**config.mk**
```make
export PLATFORM = sky130hd
export DESIGN_NAME = fetch_queue
export DESIGN_NICKNAME = d
export VERILOG_FILES = /design/src/rtl/fetch_queue.sv
export SDC_FILE = /design/constraint.sdc
export NUM_CORES = 1
export LEC_CHECK = 0
export ABC_CLOCK_PERIOD_IN_PS = 4300
export CAP_MARGIN = 0
export CORE_MARGIN = 5
export CORE_UTILIZATION = 60
export DETAILED_ROUTE_END_ITERATION = 16
export GPL_TIMING_DRIVEN = 0
export PLACE_DENSITY_LB_ADDON = 0.2
export SLEW_MARGIN = 25
export SYNTH_ARGS = -nofsm -noshare
export SYNTH_HDL_FRONTEND = slang
export SYNTH_SLANG_ARGS = --single-unit
```
**constraint.sdc**
```tcl
create_clock -name clk -period 4.3 [get_ports clk]
set_clock_uncertainty 0.1 [all_clocks]
set_input_delay 0.86 -clock clk [delete_from_list [all_inputs] [get_ports clk]]
set_output_delay 0.86 -clock clk [all_outputs]
set_load 0.01 [all_outputs]
```
**src/rtl/fetch_queue.sv**
```systemverilog
// ============================================================================
// Module   : fetch_queue
// Purpose  : Instruction-fetch stage that issues pipelined imem requests and
//            buffers in-order responses, with their PCs, for decode.
// Revision : 1.0
// ============================================================================
`default_nettype none

module fetch_queue #(
    parameter int                ADDR_W   = 7,
    parameter int                DEPTH    = 4,
    parameter logic [ADDR_W-1:0] RESET_PC = '0
) (
    input  logic              clk,
    input  logic              rst,
    output logic              imem_req_valid,
    input  logic              imem_req_ready,
    output logic [ADDR_W-1:0] imem_req_addr,
    input  logic              imem_rsp_valid,
    input  logic [31:0]       imem_rsp_data,
    output logic              id_valid,
    input  logic              id_ready,
    output logic [31:0]       id_ins,
    output logic [ADDR_W-1:0] id_pc,
    input  logic              redirect_valid,
    input  logic [ADDR_W-1:0] redirect_pc
);

    localparam int PW = $clog2(DEPTH);
    localparam int CW = PW + 1;
    localparam logic [CW:0] C_FULL = (CW+1)'(DEPTH);

    typedef logic [CW-1:0] cnt_t;
    typedef logic [PW-1:0] ptr_t;

    logic [ADDR_W-1:0] pc_q, pc_d;
    cnt_t              count_q, count_d;
    cnt_t              outst_q, outst_d;
    cnt_t              discard_q, discard_d;
    ptr_t              wr_q, wr_d, rd_q, rd_d;
    ptr_t              tag_wr_q, tag_wr_d, tag_rd_q, tag_rd_d;

    logic [31:0]       ins_mem_q [DEPTH];
    logic [ADDR_W-1:0] pc_mem_q  [DEPTH];
    logic [ADDR_W-1:0] tag_mem_q [DEPTH];

    logic              req_fire;
    logic              rsp_fire;
    logic              rsp_keep;
    logic              pop;
    logic [CW:0]       inflight_sum;

    // Queued entries plus in-flight requests (including ones to be discarded)
    // must fit in the queue, so every response always has a slot.
    assign inflight_sum   = {1'b0, count_q} + {1'b0, outst_q};
    assign imem_req_valid = !rst && !redirect_valid && (inflight_sum < C_FULL);
    assign imem_req_addr  = pc_q;

    assign id_valid = (count_q != '0) && !redirect_valid && !rst;
    assign id_ins   = id_valid ? ins_mem_q[rd_q] : '0;
    assign id_pc    = id_valid ? pc_mem_q[rd_q]  : '0;

    assign req_fire = imem_req_valid && imem_req_ready;
    assign rsp_fire = imem_rsp_valid && (outst_q != '0);
    assign rsp_keep = rsp_fire && (discard_q == '0) && !redirect_valid;
    assign pop      = id_valid && id_ready;

    always_comb begin
        pc_d      = pc_q;
        count_d   = count_q;
        outst_d   = outst_q;
        discard_d = discard_q;
        wr_d      = wr_q;
        rd_d      = rd_q;
        tag_wr_d  = tag_wr_q;
        tag_rd_d  = tag_rd_q;
        if (redirect_valid) begin
            // Every request still in flight after this cycle belongs to the old path.
            pc_d      = redirect_pc;
            count_d   = '0;
            wr_d      = '0;
            rd_d      = '0;
            tag_wr_d  = '0;
            tag_rd_d  = '0;
            outst_d   = outst_q - cnt_t'(rsp_fire);
            discard_d = outst_q - cnt_t'(rsp_fire);
        end else begin
            if (req_fire) begin
                pc_d     = pc_q + 1'b1;
                tag_wr_d = tag_wr_q + 1'b1;
            end
            outst_d = outst_q + cnt_t'(req_fire) - cnt_t'(rsp_fire);
            if (rsp_fire && (discard_q != '0)) begin
                discard_d = discard_q - 1'b1;
            end
            if (rsp_keep) begin
                wr_d     = wr_q + 1'b1;
                tag_rd_d = tag_rd_q + 1'b1;
            end
            if (pop) begin
                rd_d = rd_q + 1'b1;
            end
            count_d = count_q + cnt_t'(rsp_keep) - cnt_t'(pop);
        end
    end

    always_ff @(posedge clk) begin
        if (rst) begin
            pc_q      <= RESET_PC;
            count_q   <= '0;
            outst_q   <= '0;
            discard_q <= '0;
            wr_q      <= '0;
            rd_q      <= '0;
            tag_wr_q  <= '0;
            tag_rd_q  <= '0;
        end else begin
            pc_q      <= pc_d;
            count_q   <= count_d;
            outst_q   <= outst_d;
            discard_q <= discard_d;
            wr_q      <= wr_d;
            rd_q      <= rd_d;
            tag_wr_q  <= tag_wr_d;
            tag_rd_q  <= tag_rd_d;
        end
    end

    // Storage arrays carry no reset; occupancy is governed by the counters.
    always_ff @(posedge clk) begin
        if (!rst && req_fire) begin
            tag_mem_q[tag_wr_q] <= pc_q;
        end
        if (!rst && rsp_keep) begin
            ins_mem_q[wr_q] <= imem_rsp_data;
            pc_mem_q[wr_q]  <= tag_mem_q[tag_rd_q];
        end
    end

endmodule

`default_nettype wire

```
==> implementation parameters <==
Parameter                              Value

Setup path
  Cell depth of the worst flop-to-flop path ... 13
  Critical-path cell list ... clkdlybuf4s50_1, nor2_2, clkbuf_2, clkbuf_1, and3_1, clkdlybuf4s50_1
  Crit path max-delay family ... buffers and inverters
  Number of logic stages on the critical path including buffering ... 6
  Slowest cell on the critical path ... clkdlybuf4s50_1
  Crit path DAT ... 3.18 ns
  Kind of end point of the critical path ... output pin
  Count of buffering cells on the critical path with inverters included ... 4
  Worst Path Class, Setup ... in -> out
  Max FO, Critical Path ... 10
  Critical path required time ... 3.34 ns
  Crit path top cell by count ... clkdlybuf4s50_1
  Crit-path max cell delay ... 0.54 ns
  Critical path startpoint category ... input port

Synthesis
  Total standard cell area after synthesis ... 8480 um2
  Register area share after synthesis ... 71.8%
  Number of storage elements in the synthesis netlist ... 212
  Async set-or-reset flop fraction in the synthesized netlist ... 0%
  Instance count of the mapped netlist ... 465
  Top_reg_cell synth ... edfxtp_1
  Post-synth cell types ... 42
  Synth warnings ... 0
  Count of flip-flops with a built-in enable after synthesis ... 184
  Avg Inst Size Synth ... 18.2 um2
  Post-Synthesis Net Count ... 531

Floorplan
  Core Region ... 13900 um2
  Number of standard-cell rows in the floorplan ... 43
  Top-level port count ... 93
  Initial standard-cell utilization of the core ... 61.1%
  Area of the die ... 16600 um2
  X dimension of the die ... 129 um
  Die height ... 129 um

STA
  Worst slew margin relative to its limit ... 53.1%
  Maximum clock frequency ... 0.242 GHz
  Total of endpoints with negative setup slack in the final report ... 0
  Max Transition Viols Final ... 0
  Worst Tran Pin Value ... 0.703 ns
  Share of the clock period used by the worst path after layout ... 96.3%
  Setup TNS ... 0 ns
  Unrepaired setup endpoints after global routing ... no
  Min Tclk post-route ... 4.14 ns
  Hold Violations, Final ... 0

Global route
  Remaining global-route overflow ... 0
  Maximum number of pins on one net before global-route repair ... 40
  Antenna violations before repair ... 0
  Global router's overall resource usage ... 20.0%
  Vias in the first global route ... 4762
  First-pass GRT wire length ... 25500 um

Final layout
  Most frequent cells in the layout ... edfxtp_1, clkdlybuf4s50_1, mux4_2
  Number of antenna diodes ... 0
  Commonest non-fill, non-tap cell in the layout ... edfxtp_1
  Net count of the finished layout ... 645
  Fill cell instance count of the final layout ... 853
  Area Growth Syn to Fin ... 21.3%
  Area taken by multi-input logic gates ... 2240 um2
  Register area ... 6090 um2
  Fraction of final layout cells sized beyond drive strength 1 ... 16.5%

Run status
  Outcome ... complete, no violations

Clock network
  Clock tree from TritonCTS ... done
  Root Buffer Master ... clkbuf_16
  Number of buffers on the longest clock path ... 3
  Post-CTS setup-driven buffer insertion count ... 0
  Num Clock Sinks ... 212
  Clock latency at the later pin of the worst-skew pair ... 0.48 ns
  CTS hold repair buffers ... 0
  # resized after CTS ... 1
  Cts bufs inserted ... 21
  Level count of the clock H-tree ... 1
  CTS clock-pin slew for the worst setup and hold paths ... 0.06 ns

Power
  Power density normalized to cell area ... 430 nW/um2
  Comb power frac ... 8.9%
  Internal power summed over all cells ... 3.46 mW
  Power share of the sequential group ... 52.9%
  Clock share of power ... 38.2%
  Total power draw ... 4.42 mW
  Worst voltage drop across the vdd grid ... 0.317 mV
  Fraction of power spent switching nets ... 21.8%
  Switching power of the nets ... 0.967 mW
  Leak Pwr ... 3.50 nW

Worst hold path
  Cells on Worst Hold Path ... 1
  Class of the tightest hold or removal check ... reg -> reg

Drt
  Violation count after the first detailed-routing iteration ... 253
  DRC violation count after routing ... 0
  Antenna viol nets, final ... 0
  Post-detailed-route via-to-cell ratio ... 5.88
  First drt pass iteration count ... 5
  Routed vias ... 4549
  Total length of routed wires ... 16200 um
  Wire per inst ... 20.9 um

Placed design
  Buffers added on ports ... 91
  Final Wtd Congestion ... 0.831
  Estimated wirelength of the detail-placed design ... 10200 um

Run
  Reported max-cap violation count ... 0
[logic make-up after synthesis]
logic type | Yosys count | share of synthesized area (%)
and+or+nand+nor | 104 | 7.11
xor gates and xnor gates | 14 | 1.45
muxes | 48 | 12.5
DFF | 212 | 71.8
adders and majority gates | 21 | 3.27
buffers and inverters | 42 | 2.12
AOI/OAI and AO/OA | 24 | 1.84
[cell type report]
type | count | share of cell area, %
plain buffers | 26 | 1.15
repair buffers | 91 | 8.85
clock buffers | 30 | 5.73
multi-input cells | 211 | 21.7
well taps | 180 | 2.19
inverters | 16 | 0.608
flip-flops and latches | 212 | 59.1
clock inverters | 8 | 0.596
[stage by stage]
step | setup slack, ns | utilization (%) | hold slack (ns) | instance area (um2) | std cells
final | 0.159 | 74.1 | 0.410 | 10300 | 774
after global routing | 0.0314 | 74.1 | 0.440 | 10300 | 774
after CTS | 0.0457 | 74.1 | 0.407 | 10300 | 774
after detailed placement | -0.0860 | 69.4 | 0.381 | 9640 | 736
after global placement | -0.201 | 69.3 | 0.371 | 9620 | 736
after floorplan | 1.17 | - | 0.346 | 8480 | 465
[power by group through the flow]
stage | logic [mW] | clock network, mW | registers (mW)
after floorplan | 0.254 | 0 | 2.37
after global placement | 0.375 | 0 | 2.38
after detailed placement | 0.395 | 0 | 2.38
after CTS | 0.399 | 1.72 | 2.34
after global routing | 0.444 | 1.83 | 2.34
final | 0.396 | 1.69 | 2.34
[cell usage after synthesis, types with 2 or more instances]
library cell  number  share of area [%]
clkbuf_1          18               0.80
a211oi_1           3               0.27
o21ai_0            3               0.18
or3_1              4               0.29
mux4_2            46                 12
edfxtp_1         184                 65
buf_2              4               0.24
a21oi_1            7               0.41
nand2b_1           2               0.15
o311ai_0           2               0.21
dfxtp_1           28                6.6
mux2i_1            2               0.24
inv_1             15               0.66
and3_1            49                3.6
and2_2             4               0.35
nor2_1            15               0.66
nand2_1           11               0.49
a31oi_1            3               0.22
xnor2_1           10                1.0
and2_1             3               0.22
nand3_1            8               0.47
buf_4              2               0.18
ha_1              19                2.8
fa_1               2               0.47
xor2_1             4               0.41
[worst register-to-register path, delay by kind of cell, from the launching register on]
kind            cells  cell delay [ns]
compound gates      1             0.19
xor+xnor            2             0.32
fa+ha+maj           4             1.16
buf+inv             3             0.24
flops               1             0.44
simple gates        3             0.66
[per-layer routing]
metal / share of wire (%) / global-route usage [%]
met1: 40 / 26.8
met2: 52 / 34.7
met3: 7.1 / 3.78
met4: 1.1 / 4.26
met5: 0 / 0
[state kept, by name, indices dropped and copies added, names as in the netlist, named ones only]
signal / count
discard_q: 3
rd_q: 2
tag_wr_q: 2
tag_rd_q: 2
wr_q: 2
count_q: 3
outst_q: 3
imem_req_addr: 7
pc_mem_q: 28
ins_mem_q: 128
tag_mem_q: 28
[final timing paths]
| path | start | endpoint | slack (ns) |
|---|---|---|---|
| hold reg to reg | rd_q[1] | rd_q[1] | 0.41 |
| setup / recovery | redirect_valid | id_ins[26] | 0.16 |
| setup reg to reg | outst_q[2] | outst_q[2] | 1.07 |
| hold / removal | rd_q[1] | rd_q[1] | 0.41 |
(Power assumes the default switching activity.)
